File: src/rtl/ccff_bitstream_loader.sv
// ---------------------------------------------------------------------------
// ccff_bitstream_loader
//
// Configuration front end for the FPGA fabric. Bitstream bytes arrive over a
// valid/ready handshake and are serialised MSB first onto the fabric's
// configuration chain. The block generates the chain clock, the chain data
// and the pre-load clear pulse. Only the first CHAIN_LEN bits are shifted.
// The low bits of the final byte are padding and are dropped.
//
// Optional feature (macro CCFF_LOADER_CRC_EN):
//   When defined, a CRC-8 (poly 0x07, init 0x00, MSB first) is accumulated
//   over the shifted bits. One extra byte is accepted after the last bit and
//   compared against it. crc_err reports the result. When undefined, crc_err
//   is tied low.
//
// Parameters:
//   CHAIN_LEN  - configuration bits in the chain (>= 1)
//   PROG_DIV   - clk cycles per prog_clk phase (>= 1)
//   SET_CYCLES - clk cycles that set is held before loading (>= 1)
//
// Ports:
//   clk        in   system clock, rising edge
//   reset      in   synchronous active-high reset
//   start      in   begin a load (honoured in IDLE and DONE only)
//   in_data    in   bitstream byte, MSB shifted first
//   in_valid   in   in_data valid
//   in_ready   out  byte accepted this cycle when in_valid is high
//   prog_clk   out  configuration chain clock (registered)
//   ccff_head  out  configuration chain serial data (registered)
//   set        out  configuration clear pulse
//   busy       out  load in progress (not IDLE and not DONE)
//   cfg_done   out  load finished, held until the next start
//   crc_err    out  integrity failure, meaningful while cfg_done is high
// ---------------------------------------------------------------------------
module ccff_bitstream_loader #(
    parameter int CHAIN_LEN  = 1024,
    parameter int PROG_DIV   = 2,
    parameter int SET_CYCLES = 4
) (
    input  logic       clk,
    input  logic       reset,
    input  logic       start,
    input  logic [7:0] in_data,
    input  logic       in_valid,
    output logic       in_ready,
    output logic       prog_clk,
    output logic       ccff_head,
    output logic       set,
    output logic       busy,
    output logic       cfg_done,
    output logic       crc_err
);

    localparam int BIT_CNT_W = $clog2(CHAIN_LEN + 1);
    localparam int CNT_MAX   = (PROG_DIV > SET_CYCLES) ? PROG_DIV : SET_CYCLES;
    localparam int CNT_W     = (CNT_MAX > 1) ? $clog2(CNT_MAX) : 1;

    typedef enum logic [2:0] {
        IDLE,
        CLEAR,
        LOAD,
        SHIFT_LO,
        SHIFT_HI,
`ifdef CCFF_LOADER_CRC_EN
        CRC,
`endif
        DONE
    } state_t;

    state_t                 state;
    state_t                 state_next;
    logic [CNT_W-1:0]       phase_cnt;
    logic [BIT_CNT_W-1:0]   bit_cnt;
    logic [2:0]             bit_idx;
    logic [6:0]             shift_reg;
    logic                   phase_last;
    logic                   clear_last;
    logic                   chain_last;

    assign phase_last = (phase_cnt == CNT_W'(PROG_DIV - 1));
    assign clear_last = (phase_cnt == CNT_W'(SET_CYCLES - 1));
    assign chain_last = (bit_cnt == BIT_CNT_W'(CHAIN_LEN - 1));

`ifdef CCFF_LOADER_CRC_EN
    logic [7:0] crc;

    // One step of a non-reflected CRC-8 with polynomial x^8+x^2+x+1.
    function automatic logic [7:0] crc8_step(input logic [7:0] c, input logic b);
        logic fb;
        fb = c[7] ^ b;
        return {c[6:0], 1'b0} ^ (fb ? 8'h07 : 8'h00);
    endfunction
`endif

    // State register. Reset always lands in IDLE so every
    // state-decoded output drops to zero in the cycle after reset.
    always_ff @(posedge clk) begin
        if (reset) begin
            state <= IDLE;
        end else begin
            state <= state_next;
        end
    end

    // Next-state logic and the state-decoded outputs. SHIFT_HI decides where
    // to go once its phase ends. It stops at the chain length first, so
    // padding bits in the last byte never reach the chain.
    always_comb begin
        state_next = state;
        in_ready   = 1'b0;
        set        = 1'b0;
        busy       = 1'b1;
        cfg_done   = 1'b0;
        case (state)
            IDLE: begin
                busy = 1'b0;
                if (start) state_next = CLEAR;
            end
            CLEAR: begin
                set = 1'b1;
                if (clear_last) state_next = LOAD;
            end
            LOAD: begin
                in_ready = 1'b1;
                if (in_valid) state_next = SHIFT_LO;
            end
            SHIFT_LO: begin
                if (phase_last) state_next = SHIFT_HI;
            end
            SHIFT_HI: begin
                if (phase_last) begin
                    if (chain_last) begin
`ifdef CCFF_LOADER_CRC_EN
                        state_next = CRC;
`else
                        state_next = DONE;
`endif
                    end else if (bit_idx == 3'd7) begin
                        state_next = LOAD;
                    end else begin
                        state_next = SHIFT_LO;
                    end
                end
            end
`ifdef CCFF_LOADER_CRC_EN
            CRC: begin
                in_ready = 1'b1;
                if (in_valid) state_next = DONE;
            end
`endif
            DONE: begin
                busy     = 1'b0;
                cfg_done = 1'b1;
                if (start) state_next = CLEAR;
            end
            default: begin
                busy       = 1'b0;
                state_next = IDLE;
            end
        endcase
    end

    // Shared phase timer for the CLEAR hold and both prog_clk phases. It
    // restarts on every state change, so each state counts from zero. In the
    // states that don't time anything it runs freely and is ignored.
    always_ff @(posedge clk) begin
        if (reset) begin
            phase_cnt <= '0;
        end else if (state_next != state) begin
            phase_cnt <= '0;
        end else begin
            phase_cnt <= phase_cnt + CNT_W'(1);
        end
    end

    // Serialiser datapath. A byte's MSB goes straight to ccff_head and the
    // remaining seven bits wait in shift_reg. ccff_head only advances after
    // a prog_clk high phase, and only if another bit of this byte will be
    // shifted. This keeps the last chain bit on ccff_head through DONE.
    always_ff @(posedge clk) begin
        if (reset) begin
            prog_clk  <= 1'b0;
            ccff_head <= 1'b0;
            shift_reg <= '0;
            bit_idx   <= '0;
            bit_cnt   <= '0;
`ifdef CCFF_LOADER_CRC_EN
            crc       <= '0;
            crc_err   <= 1'b0;
`endif
        end else begin
            case (state)
                IDLE, DONE: begin
                    if (start) begin
                        bit_cnt <= '0;
`ifdef CCFF_LOADER_CRC_EN
                        crc     <= '0;
                        crc_err <= 1'b0;
`endif
                    end
                end
                LOAD: begin
                    if (in_valid) begin
                        ccff_head <= in_data[7];
                        shift_reg <= in_data[6:0];
                        bit_idx   <= '0;
                    end
                end
                SHIFT_LO: begin
                    if (phase_last) prog_clk <= 1'b1;
                end
                SHIFT_HI: begin
                    if (phase_last) begin
                        prog_clk  <= 1'b0;
                        bit_cnt   <= bit_cnt + BIT_CNT_W'(1);
                        bit_idx   <= bit_idx + 3'd1;
                        shift_reg <= {shift_reg[5:0], 1'b0};
`ifdef CCFF_LOADER_CRC_EN
                        crc       <= crc8_step(crc, ccff_head);
`endif
                        if (!chain_last && (bit_idx != 3'd7)) begin
                            ccff_head <= shift_reg[6];
                        end
                    end
                end
`ifdef CCFF_LOADER_CRC_EN
                CRC: begin
                    if (in_valid) crc_err <= (in_data != crc);
                end
`endif
                default: begin
                end
            endcase
        end
    end

`ifndef CCFF_LOADER_CRC_EN
    assign crc_err = 1'b0;
`endif

endmodule

File: config.mk
export PLATFORM = sky130hd
export DESIGN_NAME = ccff_bitstream_loader
export DESIGN_NICKNAME = d
export VERILOG_FILES = /design/src/rtl/ccff_bitstream_loader.sv
export SDC_FILE = /design/constraint.sdc
export NUM_CORES = 1
export LEC_CHECK = 0
export CORE_UTILIZATION = 62
export CTS_BUF_LIST = sky130_fd_sc_hd__clkbuf_8
export CTS_CLUSTER_DIAMETER = 200
export CTS_CLUSTER_SIZE = 16
export DETAILED_ROUTE_END_ITERATION = 10
export MAX_ROUTING_LAYER = met4
export PLACE_DENSITY = 0.95
export SLEW_MARGIN = 0
export SYNTH_ARGS = -nofsm -noshare
export SYNTH_HDL_FRONTEND = slang
export SYNTH_SLANG_ARGS = --single-unit
export TNS_END_PERCENT = 50
File: constraint.sdc
create_clock -name clk -period 4 [get_ports clk]
set_input_delay 0.8 -clock clk [delete_from_list [all_inputs] [get_ports clk]]
set_output_delay 0.8 -clock clk [all_outputs]
set_load 0.01 [all_outputs]
==> flow_metrics.py, run 1 <==
metrics = {
    "run_status": {
        "status": "finished clean",
    },
    "yosys": {
        "syn_inst": 195,
        "ys_async_sr_fraction_pct": 0,
        "synth-main-ff-cell": "dfxtp_1",
        "synth-seq-cells": 28,
        "ys_seq_area_share_pct": 33.6,
        "synth_area_leaders": "dfxtp_1 (34%), mux2i_1 (7.8%), nand2b_1 (4.1%)",
        "yosysWarnings": 0,
        "synth_area_sq_um": 1670,
        "synth_edf_count": 0,
        "postSynthAreaPerCell_sq_um": 8.55,
        "synth_nets": 212,
        "yosysUniqueCellTypes": 52,
        "yosysTopAreaCell": "dfxtp_1",
        "synth_top_area_share_pct": 33.6,
    },
    "power_and_ir_drop": {
        "p_leak_uw": 0.000629,
        "clkPwrFrac_pct": 33.0,
        "pwr-share-seq_pct": 54.3,
        "p_sw_share_pct": 24.9,
        "p_switching_uw": 134,
        "comb_power_share_pct": 12.7,
        "p_per_area_nw_per_um2": 293,
        "p_int_uw": 404,
        "ir_drop_uv": 237,
    },
    "final_layout": {
        "diodes": 0,
        "largest_reg_flops": 11,
        "final_nets": 218,
        "drive_above_1_share_pct": 5.50,
        "mostFrequentLayoutCell": "dfxtp_1",
        "final_cell_mix": "dfxtp_1 (28), nor2_1 (17), clkdlybuf4s50_1 (17), mux2i_1 (13), nand2b_1 (11)",
        "area.growth.synth_to_final_pct": 9.99,
    },
    "timing": {
        "fin_crit_sh_pct": 75.8,
        "final-setup-viol-count": 0,
        "worst_pin_slew_ps": 1140,
        "clock_skew_ps": 2.86,
        "post-route-min-period_ps": 3030,
        "holdWs_ps": 480,
        "drv_slew": 0,
        "max_freq_ghz": 0.330,
        "slew_headroom_pct": 23.3,
        "rsz0062_at_grt": "no",
        "setup-tns-final_ps": 0,
        "finalHoldViolCount": 0,
    },
    "placed_design": {
        "place.gp.congestion": 0.864,
        "dpl.hpwl_um": 2510,
        "port_buffers": 17,
    },
    "global_routing": {
        "grt_pass1_wl_um": 5840,
        "overflow": 0,
        "grt_max_degree": 28,
        "track_usage_pct": 28.3,
        "grt_pass1_vias": 1327,
        "antenna_found_initial": 0,
    },
    "critical_path": {
        "cp-start-kind": "flip-flop",
        "worstSetupEndpointType": "output port",
        "crit_type": "flip-flop to output port",
        "crit_fanout": 27,
        "cp.required_ps": 3200,
        "worstPathArrival_ps": 2230,
    },
    "die": {
        "chipHeight_um": 53.8,
        "rows": 18,
        "dieArea_sq_um": 2900,
        "die_w_um": 53.8,
        "io_pins": 19,
        "core_area_sq_um": 2500,
        "start_util_pct": 66.7,
    },
    "clocking": {
        "clockBufferDepth": 2,
        "post_cts_buffers": 0,
        "postCtsHoldBufs": 0,
        "htreeDepth": 1,
        "cts-root-buf": "clkbuf_8",
        "insertion_delay_ps": 270,
        "cts_tree": "yes",
        "cts_resized": 0,
        "cts.sinks": 28,
        "clk_pin_slew_worst_paths_ps": 90,
        "cts_buffers": 3,
    },
    "route": {
        "drtPass1Iterations": 4,
        "dr_total_vias": 1474,
        "wl_per_cell_um": 16.0,
        "via_per_inst": 6.41,
        "drt_iter0_drc": 37,
        "wirelength_um": 3680,
        "antenna_left": 0,
        "drcViolationCount": 0,
    },
    "min_path": {
        "min_path_type": "flip-flop to flip-flop",
    },
    "job": {
        "drv_cap": 0,
    },
}
## cells in the mapped netlist (2+ instances only)
cell      instances
a211oi_1          6
a21o_1            3
a21oi_1           6
a22oi_1           4
a31oi_1           5
and2_1            3
and3_1            2
and4_1            2
and4bb_2          2
buf_2             4
buf_4             3
buf_6             3
clkbuf_1          6
dfxtp_1          28
ha_1              5
inv_1             7
mux2i_1          13
nand2_1          10
nand2b_1         11
nand3_1           7
nand4_1           5
nor2_1           17
nor2b_1           2
nor3_1            5
nor3b_1           2
o21ai_0           4
o31ai_1           2
or4_1             3
xnor2_1           2
## per-layer routing
layer	wire length, um	vias up	GRT usage (%)
met5	0	-	-
met4	57	0	9.65
met3	193	8	2.54
met2	1810	52	46.1
met1	1620	700	36.3
li1	-	714	-
## metrics by stage
step	instance area, sq um	total power, uW	setup WS, ps	utilization [%]	instances
2_1_floorplan	1670	344	2130	-	195
3_3_place_gp	1780	360	1310	71.1	226
3_5_place_dp	1780	364	1070	71.1	226
4_1_cts	1830	537	1000	73.3	230
5_1_grt	1830	557	857	73.3	230
6_report	1830	538	969	73.3	230
## final cells by class
| cell class | count | area, sq um |
|---|---|---|
| tap | 30 | 37.5 |
| clock buffer | 4 | 55.1 |
| inverter | 7 | 26.3 |
| timing repair buffer | 18 | 178 |
| sequential | 28 | 561 |
| multi-input combinational | 143 | 976 |
| fill | 166 | 667 |
## power groups by stage
stage / clock network [uW] / logic (uW) / registers [uW]
after floorplan: 0 / 51.7 / 292
after global placement: 0 / 62.4 / 297
after detailed placement: 0 / 66.3 / 298
after CTS: 177 / 68.0 / 292
after global routing: 190 / 74.6 / 293
final: 178 / 68.4 / 292
## worst max-delay path, cell delays in order, from the launching register on
cell	delay, ps
dfxtp_1	870
nor2_1	220
xnor2_1	280
clkdlybuf4s50_1	590
## worst paths after layout
check | depth (start not counted) | start | slack (ps) | end
setup / recovery | 3 | state[1] | 970 | busy
hold / removal | 1 | phase_cnt[0] | 480 | phase_cnt[0]
setup reg to reg | 4 | state[1] | 1490 | bit_cnt[5]
hold reg to reg | 1 | phase_cnt[0] | 480 | phase_cnt[0]
## cells by family after synthesis
group	after synthesis	share of synthesized area, %
AO/OA/AOI/OAI	41	17.0
XOR/XNOR	2	1.05
adder cells (fa/ha/maj)	5	3.75
buffers and inverters	24	7.81
flip-flops	28	33.6
multiplexers	14	8.48
other	1	0.225
AND/OR/NAND/NOR	80	28.1
Note: power is estimated with default switching activity, not from simulation.
==> run 2: changes to the inputs <==
--- a/config.mk
+++ b/config.mk
@@ -5,13 +5,13 @@
 export SDC_FILE = /design/constraint.sdc
 export NUM_CORES = 1
 export LEC_CHECK = 0
-export CORE_UTILIZATION = 62
+export CORE_UTILIZATION = 58
 export CTS_BUF_LIST = sky130_fd_sc_hd__clkbuf_8
 export CTS_CLUSTER_DIAMETER = 200
 export CTS_CLUSTER_SIZE = 16
 export DETAILED_ROUTE_END_ITERATION = 10
 export MAX_ROUTING_LAYER = met4
-export PLACE_DENSITY = 0.95
+export PLACE_DENSITY = 0.94
 export SLEW_MARGIN = 0
 export SYNTH_ARGS = -nofsm -noshare
 export SYNTH_HDL_FRONTEND = slang
==> constraint.sdc (replaced) <==
create_clock -name clk -period 2.98 [get_ports clk]
set_input_delay 0.596 -clock clk [delete_from_list [all_inputs] [get_ports clk]]
set_output_delay 0.596 -clock clk [all_outputs]
set_load 0.01 [all_outputs]
==> flow_metrics.py, run 2 (synthesis gave the netlist of run 1 again) <==
metrics = {
    "clocking": {
        "htreeDepth": 1,
        "cts_tree": "yes",
        "post_cts_buffers": 0,
        "postCtsHoldBufs": 0,
        "cts_buffers": 3,
        "cts-root-buf": "clkbuf_8",
        "insertion_delay_ps": 270,
        "cts.sinks": 28,
        "clk_pin_slew_worst_paths_ps": 90,
        "clockBufferDepth": 2,
        "cts_resized": 0,
    },
    "die": {
        "chipHeight_um": 55.6,
        "core_area_sq_um": 2730,
        "start_util_pct": 61.0,
        "io_pins": 19,
        "dieArea_sq_um": 3090,
        "rows": 19,
        "die_w_um": 55.6,
    },
    "timing": {
        "fin_crit_sh_pct": 82.3,
        "clock_skew_ps": 2.35,
        "drv_slew": 0,
        "holdWs_ps": 472,
        "final-setup-viol-count": 0,
        "post-route-min-period_ps": 2450,
        "rsz0062_at_grt": "no",
        "max_freq_ghz": 0.408,
        "finalHoldViolCount": 0,
        "setup-tns-final_ps": 0,
        "worst_slack_ps": 528,
    },
    "min_path": {
        "min-delay-start": "bit_cnt[9]",
        "min_path_type": "flip-flop to flip-flop",
        "whs_path_depth": 2,
        "hold_end": "bit_cnt[9]",
    },
    "job": {
        "drv_cap": 0,
    },
    "critical_path": {
        "cp.required_ps": 2380,
        "worstSetupEndpointType": "output port",
        "ff2ff_setup_slack_ps": 870,
        "reg2reg_depth": 5,
        "regToRegEndpoint": "bit_cnt[7]",
        "cp-start-kind": "flip-flop",
        "worstPathArrival_ps": 1860,
        "r2r-start": "state[0]",
        "crit_fanout": 12,
        "crit_type": "flip-flop to output port",
    },
    "power_and_ir_drop": {
        "comb_power_share_pct": 14.1,
        "ir_drop_uv": 357,
        "pwr-share-seq_pct": 56.2,
        "p_int_uw": 518,
        "p_leak_uw": 0.000647,
        "clkPwrFrac_pct": 29.7,
        "p_switching_uw": 172,
        "p_sw_share_pct": 25.0,
        "p_per_area_nw_per_um2": 372,
    },
    "placed_design": {
        "dpl.hpwl_um": 2390,
        "place_area_sq_um": 1820,
        "place.gp.congestion": 0.864,
        "place_inst": 232,
        "place_ws_ps": 679,
        "port_buffers": 17,
    },
    "route": {
        "drcViolationCount": 0,
        "wl_per_cell_um": 14.2,
        "antenna_left": 0,
        "via_per_inst": 6.24,
        "drt_iter0_drc": 95,
        "drtPass1Iterations": 4,
        "wirelength_um": 3340,
        "dr_total_vias": 1467,
    },
    "final_layout": {
        "final_cell_mix": "dfxtp_1 (28), nor2_1 (17), clkdlybuf4s50_1 (17), mux2i_1 (13), nand2b_1 (11)",
        "mostFrequentLayoutCell": "dfxtp_1",
        "n_fill_cell": 217,
        "final_nets": 223,
        "final-instance-count-excl-fill": 235,
        "fin_area_sq_um": 1860,
        "multi_input_area_sq_um": 976,
        "area.growth.synth_to_final_pct": 11.5,
        "drive_above_1_share_pct": 7.35,
        "largest_reg_flops": 11,
        "diodes": 0,
        "seq_area_sq_um": 561,
    },
    "global_routing": {
        "track_usage_pct": 23.7,
        "grt_pass1_wl_um": 5750,
        "grt_pass1_vias": 1341,
        "grt_max_degree": 17,
        "antenna_found_initial": 0,
        "overflow": 0,
    },
    "run_status": {
        "status": "finished clean",
    },
}
==> run 2: cell type report <==
class | instances | share of cell area (%)
flip-flops and latches | 28 | 30.2
clock buffers | 3 | 2.22
repair buffers | 23 | 11.6
inverters | 7 | 1.41
well taps | 31 | 2.09
multi-input cells | 143 | 52.5
==> run 2: worst max path at each step <==
stage | startpoint | end | slack [ps] | cells after the start
6_report | state[2] | set | 530 | 3
5_1_grt | state[2] | set | 410 | 3
4_1_cts | state[2] | set | 550 | 3
3_5_place_dp | start | bit_cnt[7] | 680 | 5
3_3_place_gp | start | bit_cnt[7] | 720 | 5
2_1_floorplan | bit_idx[0] | ccff_head | 1250 | 6
==> run 2: layer usage <==
metal	global-route usage, %	part of all wire [%]	wire length (um)	vias up
li1	-	-	-	723
met1	29.6	46	1530	703
met2	38.7	49	1620	37
met3	2.33	4.0	135	4
met4	11.1	1.5	51	0
met5	-	0	0	-
==> run 2: critical path: stages (launching register included) <==
cell	delay, ps
dfxtp_1	440
buf_4	240
nor3b_1	310
clkdlybuf4s50_1	600
==> run 2: through the flow <==
step                total power [uW]  util (%)
finish                           691      68.0
global placement                 490      66.5
global route                     717      68.0
floorplan                        461         -
detailed placement               493      66.5
CTS                              694      68.0
==> run 2: power groups by stage <==
stage                     logic (uW)  registers, uW  clock network, uW
final                           97.3            388                205
after global routing             107            390                220
after CTS                       96.8            389                209
after detailed placement        96.2            397                  0
after global placement          93.1            396                  0
after floorplan                 69.5            392                  0
==> run 3: changes to the inputs <==
--- a/config.mk
+++ b/config.mk
@@ -5,13 +5,13 @@
 export SDC_FILE = /design/constraint.sdc
 export NUM_CORES = 1
 export LEC_CHECK = 0
-export CORE_UTILIZATION = 58
+export CORE_UTILIZATION = 52
 export CTS_BUF_LIST = sky130_fd_sc_hd__clkbuf_8
 export CTS_CLUSTER_DIAMETER = 200
 export CTS_CLUSTER_SIZE = 16
 export DETAILED_ROUTE_END_ITERATION = 10
 export MAX_ROUTING_LAYER = met4
-export PLACE_DENSITY = 0.94
+export PLACE_DENSITY = 0.9
 export SLEW_MARGIN = 0
 export SYNTH_ARGS = -nofsm -noshare
 export SYNTH_HDL_FRONTEND = slang
==> constraint.sdc (replaced) <==
create_clock -name clk -period 2.2 [get_ports clk]
set_input_delay 0.44 -clock clk [delete_from_list [all_inputs] [get_ports clk]]
set_output_delay 0.44 -clock clk [all_outputs]
set_load 0.01 [all_outputs]
==> flow_metrics.py, run 3 (synthesis gave the netlist of run 1 again) <==
metrics = {
    "final_layout": {
        "diodes": 0,
        "fin_area_sq_um": 1920,
        "final_nets": 225,
        "n_fill_cell": 262,
        "drive_above_1_share_pct": 10.1,
        "area.growth.synth_to_final_pct": 15.4,
        "mostFrequentLayoutCell": "dfxtp_1",
        "seq_area_sq_um": 564,
        "multi_input_area_sq_um": 976,
        "largest_reg_flops": 11,
        "final_cell_mix": "dfxtp_1 (25), nor2_1 (17), clkdlybuf4s50_1 (17), mux2i_1 (13), nand2b_1 (11)",
    },
    "die": {
        "rows": 20,
        "start_util_pct": 54.6,
        "io_pins": 19,
        "chipHeight_um": 58.6,
        "dieArea_sq_um": 3440,
        "die_w_um": 58.6,
        "core_area_sq_um": 3050,
    },
    "timing": {
        "final-setup-viol-count": 0,
        "rsz0062_at_grt": "no",
        "clock_skew_ps": 4.43,
        "fin_crit_sh_pct": 92.6,
        "finalHoldViolCount": 0,
        "max_freq_ghz": 0.491,
        "drv_slew": 0,
        "setup-tns-final_ps": 0,
        "post-route-min-period_ps": 2040,
    },
    "power_and_ir_drop": {
        "p_per_area_nw_per_um2": 554,
        "fin_total_pwr_uw": 1070,
        "ir_drop_uv": 312,
        "p_leak_uw": 0.000673,
    },
    "critical_path": {
        "crit_fanout": 12,
        "cp-start-kind": "flip-flop",
        "max_stage_delay_ps": 590,
        "cpMaxStageDelayCell": "clkdlybuf4s50_1",
        "cp.required_ps": 1760,
        "crit_chain": "nor3b_1 -> clkdlybuf4s50_1",
        "worstSetupEndpointType": "output port",
        "crit_family": "buffers and inverters",
        "crit_type": "flip-flop to output port",
        "worstPathArrival_ps": 1600,
        "path_buf_inv": 1,
    },
    "placed_design": {
        "port_buffers": 17,
        "place_area_sq_um": 1850,
        "dpl.hpwl_um": 2260,
        "place.gp.congestion": 0.834,
    },
    "route": {
        "via_per_inst": 5.67,
        "antenna_left": 0,
        "drcViolationCount": 0,
        "wirelength_um": 3140,
        "drtPass1Iterations": 4,
        "drt_iter0_drc": 92,
        "dr_total_vias": 1424,
        "wl_per_cell_um": 12.5,
    },
    "clocking": {
        "cts.sinks": 28,
        "cts_buffers": 3,
        "clockBufferDepth": 2,
        "cts_tree": "yes",
        "post_cts_buffers": 0,
        "htreeDepth": 1,
        "postCtsHoldBufs": 0,
        "clk_pin_slew_worst_paths_ps": 90,
        "cts-root-buf": "clkbuf_8",
        "cts_resized": 0,
        "insertion_delay_ps": 280,
    },
    "global_routing": {
        "grt_pass1_vias": 1183,
        "overflow": 0,
        "antenna_found_initial": 0,
        "track_usage_pct": 20.1,
        "grt_pass1_wl_um": 5220,
        "grt_max_degree": 17,
    },
    "job": {
        "drv_cap": 0,
    },
    "run_status": {
        "status": "finished clean",
    },
    "min_path": {
        "min_path_type": "flip-flop to flip-flop",
    },
}
## run 3: cell types whose count changed in the layout (fill, tap and decap cells not counted), sizes merged
cell / change
bufinv: +1
buf: +2
## run 3: where the power goes
part / internal, uW / total (uW) / switching [uW]
combinational: 69.3 / 137 / 67.9
sequential: 515 / 525 / 10.0
clock: 244 / 404 / 160
## run 3: final cells by class
type / instances / share of cell area (%)
multi-input cells: 143 / 50.7
flip-flops and latches: 28 / 29.3
repair buffers: 25 / 12.0
well taps: 44 / 2.86
clock buffers: 3 / 2.15
clock inverters: 1 / 1.56
inverters: 7 / 1.37
## run 3: final timing paths
path | depth (start not counted) | slack, ps | to | start
setup / recovery | 2 | 160 | set | state[0]
hold / removal | 2 | 470 | bit_cnt[9] | bit_cnt[9]
setup reg to reg | 6 | 300 | ccff_head | bit_idx[0]
hold reg to reg | 2 | 470 | bit_cnt[9] | bit_cnt[9]
## run 3: worst reg2reg max path, cell delays in order, from the launching register on
cell and delay (ps):
dfxtp_1 330, ha_1 200, ha_1 190, or4b_1 510, a31oi_1 210, o32ai_1 100, a221oi_1 260
## run 3: metrics by stage
stage / setup slack, ps / hold WS, ps / std cells / utilization [%]
2_1_floorplan: 475 / 437 / 195 / -
3_3_place_gp: 96.2 / 450 / 247 / 60.5
3_5_place_dp: 58.8 / 464 / 247 / 60.5
4_1_cts: 23.2 / 478 / 251 / 62.9
5_1_grt: 81.8 / 501 / 251 / 63.0
6_report: 163 / 474 / 251 / 63.0
## run 3: per-layer routing
layer	vias up	global-route usage [%]	wire length, um
li1	728	-	-
met3	7	5.49	133
met4	0	7.48	40
met2	39	29.1	1450
met5	-	-	0
met1	650	26.7	1520
